===== src/rtl/instr_fetch_pkg.sv =====
// Shared fetch-path types: address/instruction widths, reset vector, NOP encoding
// and the fetch FSM state encoding.
package instr_fetch_pkg;

   localparam int unsigned INSTR_ADDR_W = 32;
   localparam int unsigned INSTR_W      = 32;

   typedef logic [INSTR_ADDR_W-1:0] instruction_addr_path_t;
   typedef logic [INSTR_W-1:0]      instruction_path_t;

   localparam instruction_addr_path_t RESET_VECTOR = 32'h0000_0000;
   localparam instruction_path_t      NOP_INSTR    = 32'h0000_0013;

   typedef enum logic [1:0] {
      IF_IDLE = 2'd0,
      IF_REQ  = 2'd1,
      IF_WAIT = 2'd2
   } if_state_e;

endpackage


===== src/rtl/instr_fetch.sv =====
// Instruction fetch stage: single-outstanding imem request, IF/ID output register with
// valid/ready toward decode, PC write-enable. Optional misaligned-fetch trap: FETCH_ALIGN_CHECK_EN.
module instr_fetch
   import instr_fetch_pkg::*;
(
   input  logic                   clk,
   input  logic                   rst,
   input  instruction_addr_path_t pc_in,
   output logic                   pc_wr_en,
   input  logic                   redirect,
   output logic                   imem_req,
   output instruction_addr_path_t imem_addr,
   input  logic                   imem_gnt,
   input  logic                   imem_rvalid,
   input  instruction_path_t      imem_rdata,
   output logic                   id_valid,
   input  logic                   id_ready,
   output instruction_path_t      id_instr,
   output instruction_addr_path_t id_pc,
   output logic                   id_fault,
   output if_state_e              dbg_state
);

   // Decode handshake: a transfer completes in any cycle where id_valid && id_ready.
   // id_valid holds, with id_instr/id_pc stable, until that transfer or a redirect.

   if_state_e              state_q, state_d;
   instruction_addr_path_t pend_pc_q, pend_pc_d;
   logic                   discard_q, discard_d;
   logic                   id_valid_q, id_valid_d;
   instruction_path_t      id_instr_q, id_instr_d;
   instruction_addr_path_t id_pc_q, id_pc_d;
   logic                   id_fault_q, id_fault_d;

   logic out_free;
   logic misalign;
   logic fault_take;

`ifdef FETCH_ALIGN_CHECK_EN
   assign misalign = (pc_in[1:0] != 2'b00);
`else
   assign misalign = 1'b0;
`endif

   // Requests go out only when the output register will be free on response.
   assign out_free  = !id_valid_q || id_ready;
   assign imem_addr = pc_in;

   always_comb begin
      state_d    = state_q;
      pend_pc_d  = pend_pc_q;
      discard_d  = discard_q;
      id_valid_d = id_valid_q;
      id_instr_d = id_instr_q;
      id_pc_d    = id_pc_q;
      id_fault_d = id_fault_q;
      imem_req   = 1'b0;
      fault_take = 1'b0;

      if (id_valid_q && id_ready) begin
         id_valid_d = 1'b0;
         id_fault_d = 1'b0;
      end

      case (state_q)
         IF_IDLE: state_d = IF_REQ;
         IF_REQ: begin
            if (out_free && !redirect) begin
               if (misalign) begin
                  fault_take = 1'b1;
                  id_valid_d = 1'b1;
                  id_fault_d = 1'b1;
                  id_instr_d = NOP_INSTR;
                  id_pc_d    = pc_in;
               end else begin
                  imem_req = 1'b1;
                  if (imem_gnt) begin
                     pend_pc_d = pc_in;
                     discard_d = 1'b0;
                     state_d   = IF_WAIT;
                  end
               end
            end
         end
         IF_WAIT: begin
            if (imem_rvalid) begin
               state_d = IF_REQ;
               // A response arriving alongside a redirect belongs to the old stream.
               if (!discard_q && !redirect) begin
                  id_valid_d = 1'b1;
                  id_fault_d = 1'b0;
                  id_instr_d = imem_rdata;
                  id_pc_d    = pend_pc_q;
               end
            end
         end
         default: state_d = IF_IDLE;
      endcase

      // Redirect suppresses the request, so a same-cycle grant cannot occur;
      // only an in-flight WAIT response has to be marked for discard.
      if (redirect) begin
         id_valid_d = 1'b0;
         id_fault_d = 1'b0;
         if (state_q == IF_WAIT) discard_d = 1'b1;
      end
   end

   assign pc_wr_en = (imem_req && imem_gnt) || redirect || fault_take;

   always_ff @(posedge clk or negedge rst) begin
      if (!rst) begin
         state_q    <= IF_IDLE;
         pend_pc_q  <= RESET_VECTOR;
         discard_q  <= 1'b0;
         id_valid_q <= 1'b0;
         id_instr_q <= NOP_INSTR;
         id_pc_q    <= RESET_VECTOR;
         id_fault_q <= 1'b0;
      end else begin
         state_q    <= state_d;
         pend_pc_q  <= pend_pc_d;
         discard_q  <= discard_d;
         id_valid_q <= id_valid_d;
         id_instr_q <= id_instr_d;
         id_pc_q    <= id_pc_d;
         id_fault_q <= id_fault_d;
      end
   end

   assign id_valid  = id_valid_q;
   assign id_instr  = id_instr_q;
   assign id_pc     = id_pc_q;
   assign id_fault  = id_fault_q;
   assign dbg_state = state_q;

endmodule

===== config.mk =====
export PLATFORM = sky130hd
export DESIGN_NAME = instr_fetch
export DESIGN_NICKNAME = d
export VERILOG_FILES = /design/src/rtl/instr_fetch_pkg.sv /design/src/rtl/instr_fetch.sv
export SDC_FILE = /design/constraint.sdc
export NUM_CORES = 1
export LEC_CHECK = 0
export CAP_MARGIN = 20
export CORE_UTILIZATION = 46
export DETAILED_ROUTE_END_ITERATION = 7
export GPL_TIMING_DRIVEN = 0
export MAX_ROUTING_LAYER = met4
export PLACE_DENSITY_LB_ADDON = 0.1
export SYNTH_ARGS = -nofsm -noshare
export SYNTH_HDL_FRONTEND = slang
export SYNTH_SLANG_ARGS = --single-unit

===== constraint.sdc =====
create_clock -name clk -period 5.5 [get_ports clk]
set_input_delay 1.65 -clock clk [delete_from_list [all_inputs] [get_ports clk]]
set_output_delay 1.65 -clock clk [all_outputs]
set_load 0.005 [all_outputs]

==> flow_metrics.tcl <==
set metrics [dict create \
    min_path_type "reg2reg" \
    cp.arrival_ns 3.61 \
    antenna_found_initial 0 \
    syn_area_um2 4187 \
    core_um2 8763 \
    internal_power_uw 1717 \
    cp_slowest_cell "clkdlybuf4s50_1" \
    h-tree-depth 3 \
    yosysTopAreaCellShare_pct 58.58 \
    drtAntennaViolNets 0 \
    cts_root_buffer "clkbuf_8" \
    power_uw 2284 \
    clock_tree.buffer_depth 2 \
    ff2ff_path_depth 5 \
    gp_congestion 0.7620 \
    worstMarginPinSlew_ns 0.5615 \
    worst-path-buf-inv 4 \
    start_util_pct 47.77 \
    grt_pass1_vias 2708 \
    worstSetupPathType "in2out" \
    ctsHoldBuffers 0 \
    timing.rr.end "pend_pc_q[28]$_DFFE_PN0P_" \
    n_antenna_cell 0 \
    row_count 34 \
    pin_count 172 \
    drt-total-wl_um 8207 \
    period_needed_ns 5.262 \
    overflow 0 \
    cts_sinks 101 \
    dpl.hpwl_um 5983 \
    grt_pass1_wl_um 13700 \
    start_kind "primary input" \
    crit_end "pc_wr_en" \
    p_sw_uw 567.2 \
    period_share_pct 95.68 \
    outcome "complete, no violations" \
    rsz0062_at_grt "false" \
    initialDrtViolationCount 43 \
    cp_cell_sequence "clkdlybuf4s50_1 > nor2b_1 > and4b_1 > buf_4 > buf_4 > or2_1 > clkdlybuf4s50_1" \
    crit_path_max_fanout 10 \
    required_ns 3.85 \
    finalMaxSlewViolations 0 \
    slowest_delay_ns 0.51 \
    netlist_instances 260 \
    rr_startpoint "dbg_state[0]$_DFFE_PN0P_" \
    synthesis.nets 330 \
    setup_viol_count_final 0 \
    cts.clk_slew.worst_paths_ns 0.09 \
    synth-seq-cells 101 \
    r2r_slack_ns 3.77 \
    power_frac_clock_pct 19.3 \
    grt_max_degree 60 \
    pwr-share-seq_pct 48.5 \
    die_h_um 97.40 \
    route.detailed.drc 0 \
    max_freq_mhz 190.0 \
    cts_tree "yes" \
    p_per_area_nw_per_um2 365.6 \
    skew_ns 0.009817 \
    dr.pass1.iters 4 \
    yosys_warnings 0 \
    cts.repair.resized 0 \
    end_kind "primary output" \
    port_buffers 171 \
    path_depth 7 \
    sw_frac_of_total_pct 24.84 \
    setup-tns-final_ns 0 \
    vias 2620 \
    yosysTopAreaCell "dfrtp_1" \
    vias_per_cell 4.712 \
    dieArea_um2 9487 \
    power_frac_comb_pct 32.2 \
    drv_cap 0 \
    cts_buffers 9 \
    vdd_drop_max_uv 189.6 \
    max_slew_margin_pct 62.56 \
    path_delay_family "buffers and inverters" \
    drive_above_1_share_pct 21.88 \
    post-cts-setup-buffer-count 0 \
    startpoint "redirect" \
    hold_viol_final 0 \
    wl_per_cell_um 14.76 \
    synth_area_leaders "dfrtp_1, mux2_1, mux2_4" \
    grt_usage_pct 18.81 \
    yosysSeqAreaShare_pct 60.46 \
    p_leak_uw 0.002925 \
    synthToLayoutAreaGrowth_pct 49.19 \
    nets 513 \
    die_w_um 97.40 \
    synth_cell_types 20 \
    synth_area_per_cell_um2 16.10 \
    clk_latency_ns 0.36 \
]
## sequential cells by signal, indices dropped and copies added, names as in the netlist
register / cells
id_pc: 32
dbg_state: 2
id_valid: 1
pend_pc_q: 32
discard_q: 1
id_fault: 1
id_instr: 32
## area by class of cell
class                      instances  area (um2)
clock buffer                      12       155.1
timing repair buffer             172        1737
multi-input combinational        114        1308
inverter                           2       7.507
fill                             627        2517
clock inverter                     4       32.53
tap                              108       135.1
sequential                       101        2531
buffer                            43       340.3
## cells in the mapped netlist
library cell and count:
o21ai_0 3, mux2_2 4, a21o_1 1, buf_2 2, nor2b_1 2, nand2b_1 1
and4b_1 2, mux2_1 62, buf_4 35, mux2_4 30, dfstp_2 3, nor2_1 2
or2_1 1, nand2_1 3, nor4b_2 1, o22ai_1 1, and3_1 1, buf_6 6
inv_1 2, dfrtp_1 98
## cells in the final DEF, fill, tap and decap left out, types with 3 or more instances in the layout
cell / instances
buf_4: 36
buf_6: 6
clkbuf_8: 11
clkdlybuf4s50_1: 170
dfrtp_1: 98
dfstp_2: 3
mux2_1: 62
mux2_2: 4
mux2_4: 30
nand2_1: 3
o21ai_0: 3
## metrics by stage
| step | util [%] | area (um2) | hold slack (ns) | setup slack (ns) | cells |
|---|---|---|---|---|---|
| after floorplan | - | 4187 | 0.4503 | 1.334 | 260 |
| after global placement | 68.85 | 6033 | 0.4582 | -0.9554 | 539 |
| after detailed placement | 69.13 | 6058 | 0.4654 | 0.2167 | 540 |
| after CTS | 71.27 | 6246 | 0.4880 | 0.2027 | 556 |
| after global routing | 71.27 | 6246 | 0.5080 | 0.07110 | 556 |
| final | 71.27 | 6246 | 0.4815 | 0.2376 | 556 |
## power by group through the flow
| stage | Sequential [uW] | Clock, uW | Combinational, uW |
|---|---|---|---|
| 2_1_floorplan | 1120 | 0 | 262 |
| 3_3_place_gp | 1110 | 0 | 732 |
| 3_5_place_dp | 1120 | 0 | 743 |
| 4_1_cts | 1110 | 457 | 748 |
| 5_1_grt | 1140 | 486 | 789 |
| 6_report | 1110 | 440 | 735 |
## routing by layer
metal	GRT usage, %	wire length, um	up-vias
li1	-	-	1228
met2	28.24	3841	100
met5	-	0	-
met1	24.99	3774	1283
met3	5.252	484	9
met4	5.769	106	0
## worst reg2reg max path: stages (launching register included)
cell     delay, ns
dfrtp_1       0.45
nor2b_1       0.23
and4b_1       0.21
buf_4         0.17
buf_4         0.21
mux2_1        0.34
## worst min path at each step
stage | start | end | slack, ns | cells past startpoint
floorplan | pend_pc_q[10]$_DFFE_PN0P_ | id_pc[10]$_DFFE_PN0P_ | 0.45 | 1
global placement | pend_pc_q[8]$_DFFE_PN0P_ | id_pc[8]$_DFFE_PN0P_ | 0.46 | 1
detailed placement | pend_pc_q[9]$_DFFE_PN0P_ | id_pc[9]$_DFFE_PN0P_ | 0.47 | 1
CTS | pend_pc_q[31]$_DFFE_PN0P_ | id_pc[31]$_DFFE_PN0P_ | 0.49 | 1
global route | pend_pc_q[31]$_DFFE_PN0P_ | pend_pc_q[31]$_DFFE_PN0P_ | 0.51 | 1
finish | pend_pc_q[31]$_DFFE_PN0P_ | id_pc[31]$_DFFE_PN0P_ | 0.48 | 1
## cells by family (layout without fill, tap and decap cells)
| group | Yosys count | count (layout) | share of synthesized area (%) |
|---|---|---|---|
| buf+inv | 45 | 233 | 8.308 |
| simple gates | 13 | 13 | 2.032 |
| flops | 101 | 101 | 60.46 |
| mux | 96 | 96 | 28.51 |
| compound gates | 5 | 5 | 0.6874 |
No activity file was read; power rests on OpenSTA's default activity.
